## src/rtl/fp_wb_arbiter.sv

```systemverilog
// FP regfile write-port arbiter: FLW has priority, FPU results go through a 2-deep FIFO, and a pending-register scoreboard tracks outstanding FPU ops.
// Latency: one cycle to the registered write port. Backpressure: fpu_ready is low while the FIFO is full and depends only on the registered count.
module fp_wb_arbiter (
    input  logic        clk,
    input  logic        rst_n,
    input  logic        mem_wen,
    input  logic [4:0]  mem_rd,
    input  logic [31:0] mem_data,
    input  logic        fpu_valid,
    input  logic [4:0]  fpu_rd,
    input  logic [31:0] fpu_data,
    output logic        fpu_ready,
    input  logic        iss_valid,
    input  logic [4:0]  iss_rd,
    input  logic [4:0]  rs1,
    input  logic [4:0]  rs2,
    input  logic [4:0]  rs3,
    input  logic [4:0]  rd_chk,
    output logic        hazard,
    output logic        fpregwen,
    output logic [4:0]  fp_wa,
    output logic [31:0] fp_wd,
    output logic [31:0] pending
);

    logic [1:0]  r_count;
    logic [4:0]  r_q_rd   [0:1];
    logic [31:0] r_q_data [0:1];
    logic [31:0] r_pending;

    logic        w_accept;
    logic        w_sel_vld;
    logic        w_fpu_sel;
    logic        w_pop;
    logic        w_bypass;
    logic        w_push;
    logic [4:0]  w_sel_rd;
    logic [31:0] w_sel_data;
    logic [1:0]  w_widx;
    logic [31:0] w_clr;
    logic [31:0] w_set;
    logic [31:0] w_pending_nxt;

    assign fpu_ready = (r_count < 2'd2);
    assign w_accept  = fpu_valid & fpu_ready;

    // Bypass only when the FIFO is empty so FPU results stay in order.
    always_comb begin
        w_sel_vld  = 1'b0;
        w_fpu_sel  = 1'b0;
        w_pop      = 1'b0;
        w_bypass   = 1'b0;
        w_sel_rd   = mem_rd;
        w_sel_data = mem_data;
        if (mem_wen) begin
            w_sel_vld = 1'b1;
        end else if (r_count != 2'd0) begin
            w_sel_vld  = 1'b1;
            w_fpu_sel  = 1'b1;
            w_pop      = 1'b1;
            w_sel_rd   = r_q_rd[0];
            w_sel_data = r_q_data[0];
        end else if (w_accept) begin
            w_sel_vld  = 1'b1;
            w_fpu_sel  = 1'b1;
            w_bypass   = 1'b1;
            w_sel_rd   = fpu_rd;
            w_sel_data = fpu_data;
        end
    end

    assign w_push = w_accept & ~w_bypass;
    assign w_widx = r_count - {1'b0, w_pop};

    // Set is OR-ed in after the clear so a same-cycle issue keeps the bit.
    assign w_clr         = w_fpu_sel ? (32'd1 << w_sel_rd) : 32'd0;
    assign w_set         = iss_valid ? (32'd1 << iss_rd) : 32'd0;
    assign w_pending_nxt = (r_pending & ~w_clr) | w_set;

    // Storage needs no reset: entries beyond r_count are never read.
    always_ff @(posedge clk) begin
        if (w_pop) begin
            r_q_rd[0]   <= r_q_rd[1];
            r_q_data[0] <= r_q_data[1];
        end
        if (w_push) begin
            r_q_rd[w_widx[0]]   <= fpu_rd;
            r_q_data[w_widx[0]] <= fpu_data;
        end
    end

    always_ff @(posedge clk or negedge rst_n) begin
        if (!rst_n) begin
            r_count   <= 2'd0;
            r_pending <= 32'd0;
            fpregwen  <= 1'b0;
            fp_wa     <= 5'd0;
            fp_wd     <= 32'd0;
        end else begin
            r_count   <= r_count + {1'b0, w_push} - {1'b0, w_pop};
            r_pending <= w_pending_nxt;
            fpregwen  <= w_sel_vld;
            if (w_sel_vld) begin
                fp_wa <= w_sel_rd;
                fp_wd <= w_sel_data;
            end
        end
    end

    assign pending = r_pending;
    assign hazard  = r_pending[rs1] | r_pending[rs2] | r_pending[rs3] | r_pending[rd_chk];

endmodule
```

## config.mk

```make
export PLATFORM = sky130hd
export DESIGN_NAME = fp_wb_arbiter
export DESIGN_NICKNAME = d
export VERILOG_FILES = /design/src/rtl/fp_wb_arbiter.sv
export SDC_FILE = /design/constraint.sdc
export NUM_CORES = 1
export LEC_CHECK = 0
export ABC_AREA = 1
export BUFFER_PORTS_ARGS = -buffer_cell sky130_fd_sc_hd__clkbuf_2
export CORE_MARGIN = 4
export CORE_UTILIZATION = 35
export CTS_CLUSTER_DIAMETER = 200
export DETAILED_ROUTE_END_ITERATION = 8
export PLACE_DENSITY = 0.61
export SYNTH_ARGS = -nofsm -noshare
export SYNTH_HDL_FRONTEND = slang
export SYNTH_SLANG_ARGS = --single-unit
```

## constraint.sdc

```tcl
create_clock -name clk -period 3.9 [get_ports clk]
set_input_delay 0.78 -clock clk [delete_from_list [all_inputs] [get_ports clk]]
set_output_delay 0.78 -clock clk [all_outputs]
set_load 0.1 [all_outputs]
```

**Word level (Yosys, flattened, before mapping)**

Memories as Yosys holds them, arrays and structs flattened.
Cells that the tools add are included.

- Bits in registers: 72
- Memory bits (writable): 74
- Bits of input ports: 104
- Output and inout bits: 72
- Word-level logic and storage cells: 55
- Memories kept: 2

Memories:

| name | depth | width | read ports | clocked after Yosys merged registers in | wr ports | RTL line | source |
|---|---|---|---|---|---|---|---|
| r_q_data | 2 | 32 | 2 | 0 | 2 | 28 | `logic [31:0] r_q_data [0:1];` |
| r_q_rd | 2 | 5 | 2 | 0 | 2 | 27 | `logic [4:0] r_q_rd [0:1];` |

- Add/sub/neg operators: 3
- Magnitude comparators: 5
- Shift operators: 2
- Muxes and demuxes: 28
- Bitwise operators: 9
- Reduce and logical (&&, ||, !) cells: 1

Operators with widths:

| cell | count |
|---|---|
| 2-to-1 mux 32 bit | 5 |
| left shift 1 x 5 -> 32 bit, first input constant | 2 |
| AND 32 bit | 1 |
| NOT 32 bit | 1 |
| bitwise OR 32 bit | 1 |
| < comparator 5 x 6 -> 1 bit, second input constant | 4 |
| binary-select mux 1 bit (select 5 bit) | 4 |
| 2-to-1 mux 1 bit | 16 |
| 2-to-1 mux 5 bit | 3 |
| bitwise OR 1 bit | 3 |
| adder 2 x 1 -> 2 bit | 1 |
| AND 1 bit | 2 |
| < comparator 2 bit, second input constant | 1 |
| nonzero test 2 bit | 1 |
| subtractor 2 x 1 -> 2 bit | 1 |
| NOT 1 bit | 1 |
| subtractor 1 bit | 1 |

**Longest topological paths before layout**

- Word-level depth: 10
- Gate-level depth with buffers: 12
- Gate-level depth less buffers: 11

**Worst setup path before layout**

No wires, ideal clock.

- Path type: in2reg
- From: in mem_wen
- To: mem r_q_data[0][0], enable pin
- Arrival time: 3626 ps
- Path slack: -208 ps
- Cell stages on the path: 2
- Path buffers: 1
- Cells stage by stage: buf_2 > o21ai_0

RTL lines:

| item | RTL line | source |
|---|---|---|
| start, declared | 6 | `input logic mem_wen,` |
| end, declared | 28 |  |

**Final worst setup path**

- From: in rd_chk[0]
- To: out hazard

- Cells in the longest elaborated chain, start to end: 3

RTL lines:

| item | RTL line | source |
|---|---|---|
| start, declared | 18 | `input logic [4:0] rd_chk,` |
| binary-select mux 1 bit (select 5 bit) | 111 | `assign hazard = r_pending[rs1] \| r_pending[rs2] \| r_pending[rs3] \| r_pending[rd_chk];` |
| 2-to-1 mux 1 bit (not written as such) | 111 |  |
| bitwise OR 1 bit | 111 |  |
| end, declared | 19 | `output logic hazard,` |

No other way between the ends. The select of a mux whose other input is x is not followed.

==> summary.md <==
| Metric | Value |
|---|---|
| Post-route DRC | 0 |
| MaxCap Viol Count | 0 |
| Tcrit/Tclk final | 85.41% |
| CTS-repair resized insts | 0 |
| Final Hold Viols | 0 |
| # fillers | 2249 |
| Ys async rst share | 49.32% |
| Worst slew pin tran | 1180 ps |
| WL/cell | 16.87 um |
| Status | finished, final reports clean |
| Synthesized flop and latch total | 146 |
| Total Wirelength | 24620 um |
| Synth Net Count | 1126 |
| Ratio of cells with drive above 1 in the final layout | 20.19% |
| Clock sink count | 146 |
| Pleak | 4.619 nW |
| Syn Std Cell Area | 0.007956 mm^2 |
| Finished Core Util | 43.48% |
| TNS Setup | 0 ps |
| Flop pwr share | 32.9% |
| Vias per Instance | 5.060 |
| Area delta synth->final | 20.74% |
| Clock power frac | 18.6% |
| Pre-CTS setup slack | 578.7 ps |
| GPL Wtd Cong | 0.8735 |
| WL met1 | 10920 um |
| Crit path from | rd_chk[0] |
| IO Count | 176 |
| Uppermost layer routed | met5 |
| Setup bufs post-CTS | 0 |
| Num CTS Buffers | 17 |
| Worst-path clk slew | 50 ps |
| # setup viols final | 0 |
| First-pass GRT wire length | 39410 um |
| Worst Hold Slack | 489.7 ps |
| CP arrival | 2550 ps |
| CORE AREA | 0.02209 mm^2 |
| Setup ws final | 569.0 ps |
| Hold path depth | 2 |
| Nets | 1273 |
| Final min period | 3331 ps |
| Slew Viols, Final | 0 |
| Mean area per synthesized cell | 7.800 um^2 |
| Root Driver | clkbuf_16 |
| Top area cells in the synthesized netlist | edfxtp_1 28%, dfrtp_1 23%, nand2_1 18%, nand3_1 9.3%, o21ai_0 6.4% |
| Clk_lat worst skew | 430 ps |
| Cell area after layout | 0.009607 mm^2 |
| Max FO, Critical Path | 18 |
| Worst path top cell family by delay | buffers and inverters |
| Relative slew slack | 21.06% |
| Area leader, netlist | edfxtp_1 |
| Rows | 54 |
| Synth top cells by count | 380 x nand2_1, 148 x nand3_1, 102 x o21ai_0 |
| Die area | 0.02521 mm^2 |
| Power, Total | 8.631 mW |
| CP endpoint kind | output port |
| Library cells used by synthesis | 30 |
| Detail Placement HPWL | 17130 um |
| Crit Path Category | in -> out |
| Clk buf depth | 2 |
| Syn. warnings | 0 |
| PwrDens | 898.5 mW/mm^2 |
| Starting Density | 36.01% |
| Slowest CP cell | clkbuf_2 |
| Total global routing overflow | 0 |
| CTS tree | built |
| Number of routed nets with antenna violations | 0 |
| Post-synth EDFFs | 74 |
| Worst hold start | fp_wa[0] |
| Vias | 7382 |
| Worst EP required | 3120 ps |
| CTS Hold Bufs | 0 |
| P_sw | 4.730 mW |
| Worst path cell trace | clkbuf_2 > inv_1 > nand2_1 > nand3_1 > nand3_1 > nand3_1 > nand3b_1 > nand2_1 > nor2_1 > nand2_1 > clkbuf_2 |
| Int Pwr | 3.901 mW |
| Cell count along the critical path | 11 |
| Buf/Inv on CP | 3 |
| Final non-filler cell total | 1459 |
| H-Tree Depth | 4 |
| Vias in the first global route | 7122 |
| DP Area | 0.009032 mm^2 |
| Largest net degree at the start of global routing | 73 |
| TritonRoute pass-1 iters | 8 |
| Worst setup SP type | input pin |
| Die H | 158.8 um |
| Initial antenna violation count | 2 |
| Sw Share | 54.80% |
| Cells after DPL | 1428 |
| Wire length on met2 | 11220 um |
| Max IR drop VDD | 554.9 uV |
| Worst reg2reg path startpoint | r_count[1] |
| IO buf count | 175 |
| Overall routing resource usage | 19.45% |
| Antenna diodes | 0 |
| Logic pwr share | 48.5% |
| Slowest stage delay, CP | 450 ps |
| Mapped Cells | 1020 |
| Unrepaired setup endpoints after global routing | no |
| Met3 routed WL | 1891 um |
| Synth top area share | 27.93% |
| Worst min path class | reg -> reg |
| Count leader, synth | nand2_1 |
| R2r worst-path depth | 6 |
| Max frequency | 0.3002 GHz |
| Worst Clk Skew | 7.563 ps |
| Iteration-0 DRC Markers | 610 |
| Primary FF master, synth | edfxtp_1 |
| Die W | 158.8 um |
| Post-synthesis sequential area ratio | 50.57% |
worst paths after layout:
| kind | end | slack (ps) |
|---|---|---|
| setup / recovery | hazard | 570 |
| hold reg to reg | fp_wa[0] | 490 |
| min in group asynchronous | fp_wd[30] | 510 |
| setup reg to reg | fp_wd[23] | 1160 |
| max in group asynchronous | pending[31] | 2750 |
| hold / removal | fp_wa[0] | 490 |
tightest hold or removal path, delay by kind of cell (launching register included):
family / cells / cell delay [ps]
DFF: 1 / 340
AOI/OAI and AO/OA: 1 / 60
and+or+nand+nor: 1 / 50
flip-flops by register name (all words and copies together), names as in the netlist:
signal,count
r_q_rd,10
fpregwen,1
r_count,2
fp_wd,32
r_q_data,64
pending,32
fp_wa,5
cells in the final DEF (no fill, tap or decap):
cell / instances
a21oi_1: 3
inv_1: 92
nand3b_1: 2
a31oi_1: 1
clkinv_2: 3
nand2_4: 2
o21ai_2: 1
nand4_1: 24
nor4_1: 6
nand2_1: 380
edfxtp_1: 74
o21ai_0: 101
nand3_1: 148
dfrtp_1: 72
clkbuf_1: 4
nor2_4: 8
nor2_2: 1
ha_1: 2
inv_2: 3
buf_4: 9
o21ai_1: 13
nor2_1: 16
clkbuf_2: 174
nand2_2: 4
o21ai_4: 1
mux2_2: 3
xnor2_1: 1
clkbuf_8: 4
clkbuf_16: 17
xor2_1: 1
nor2_8: 1
nand3_4: 4
bufinv_16: 2
clkinv_1: 1
inv_4: 1
power by group through the flow:
stage	combinational [mW]	sequential (mW)	clock [mW]
floorplan	1.34	4.65	0
global placement	4.17	2.85	0
finish	4.19	2.84	1.61
CTS	4.21	2.83	1.63
global route	4.48	2.88	1.70
detailed placement	4.20	2.85	0
kinds of logic after synthesis:
family	share of synthesized area [%]
and+or+nand+nor	33.29
AOI/OAI and AO/OA	7.611
xor gates and xnor gates	0.2202
buffers and inverters	7.564
adders and majority gates	0.3145
DFF	50.57
muxes	0.4246
area by class of cell:
class                      instances  area, um^2  area share [%]
multi-input combinational        723        3357           34.94
sequential                       146        4024           41.89
clock inverter                     6       78.83          0.8205
clock buffer                      25       495.5           5.158
timing repair buffer             183       938.4           9.768
inverter                          96       362.8           3.777
tap                              280       350.3           3.647
routing by layer:
metal  vias to the layer above  GRT usage (%)
li1                       3665              -
met1                      3387          25.89
met2                       279          30.85
met3                        47          5.106
met4                         4          6.943
met5                         -              0
No activity file was read; power rests on OpenSTA's default activity.
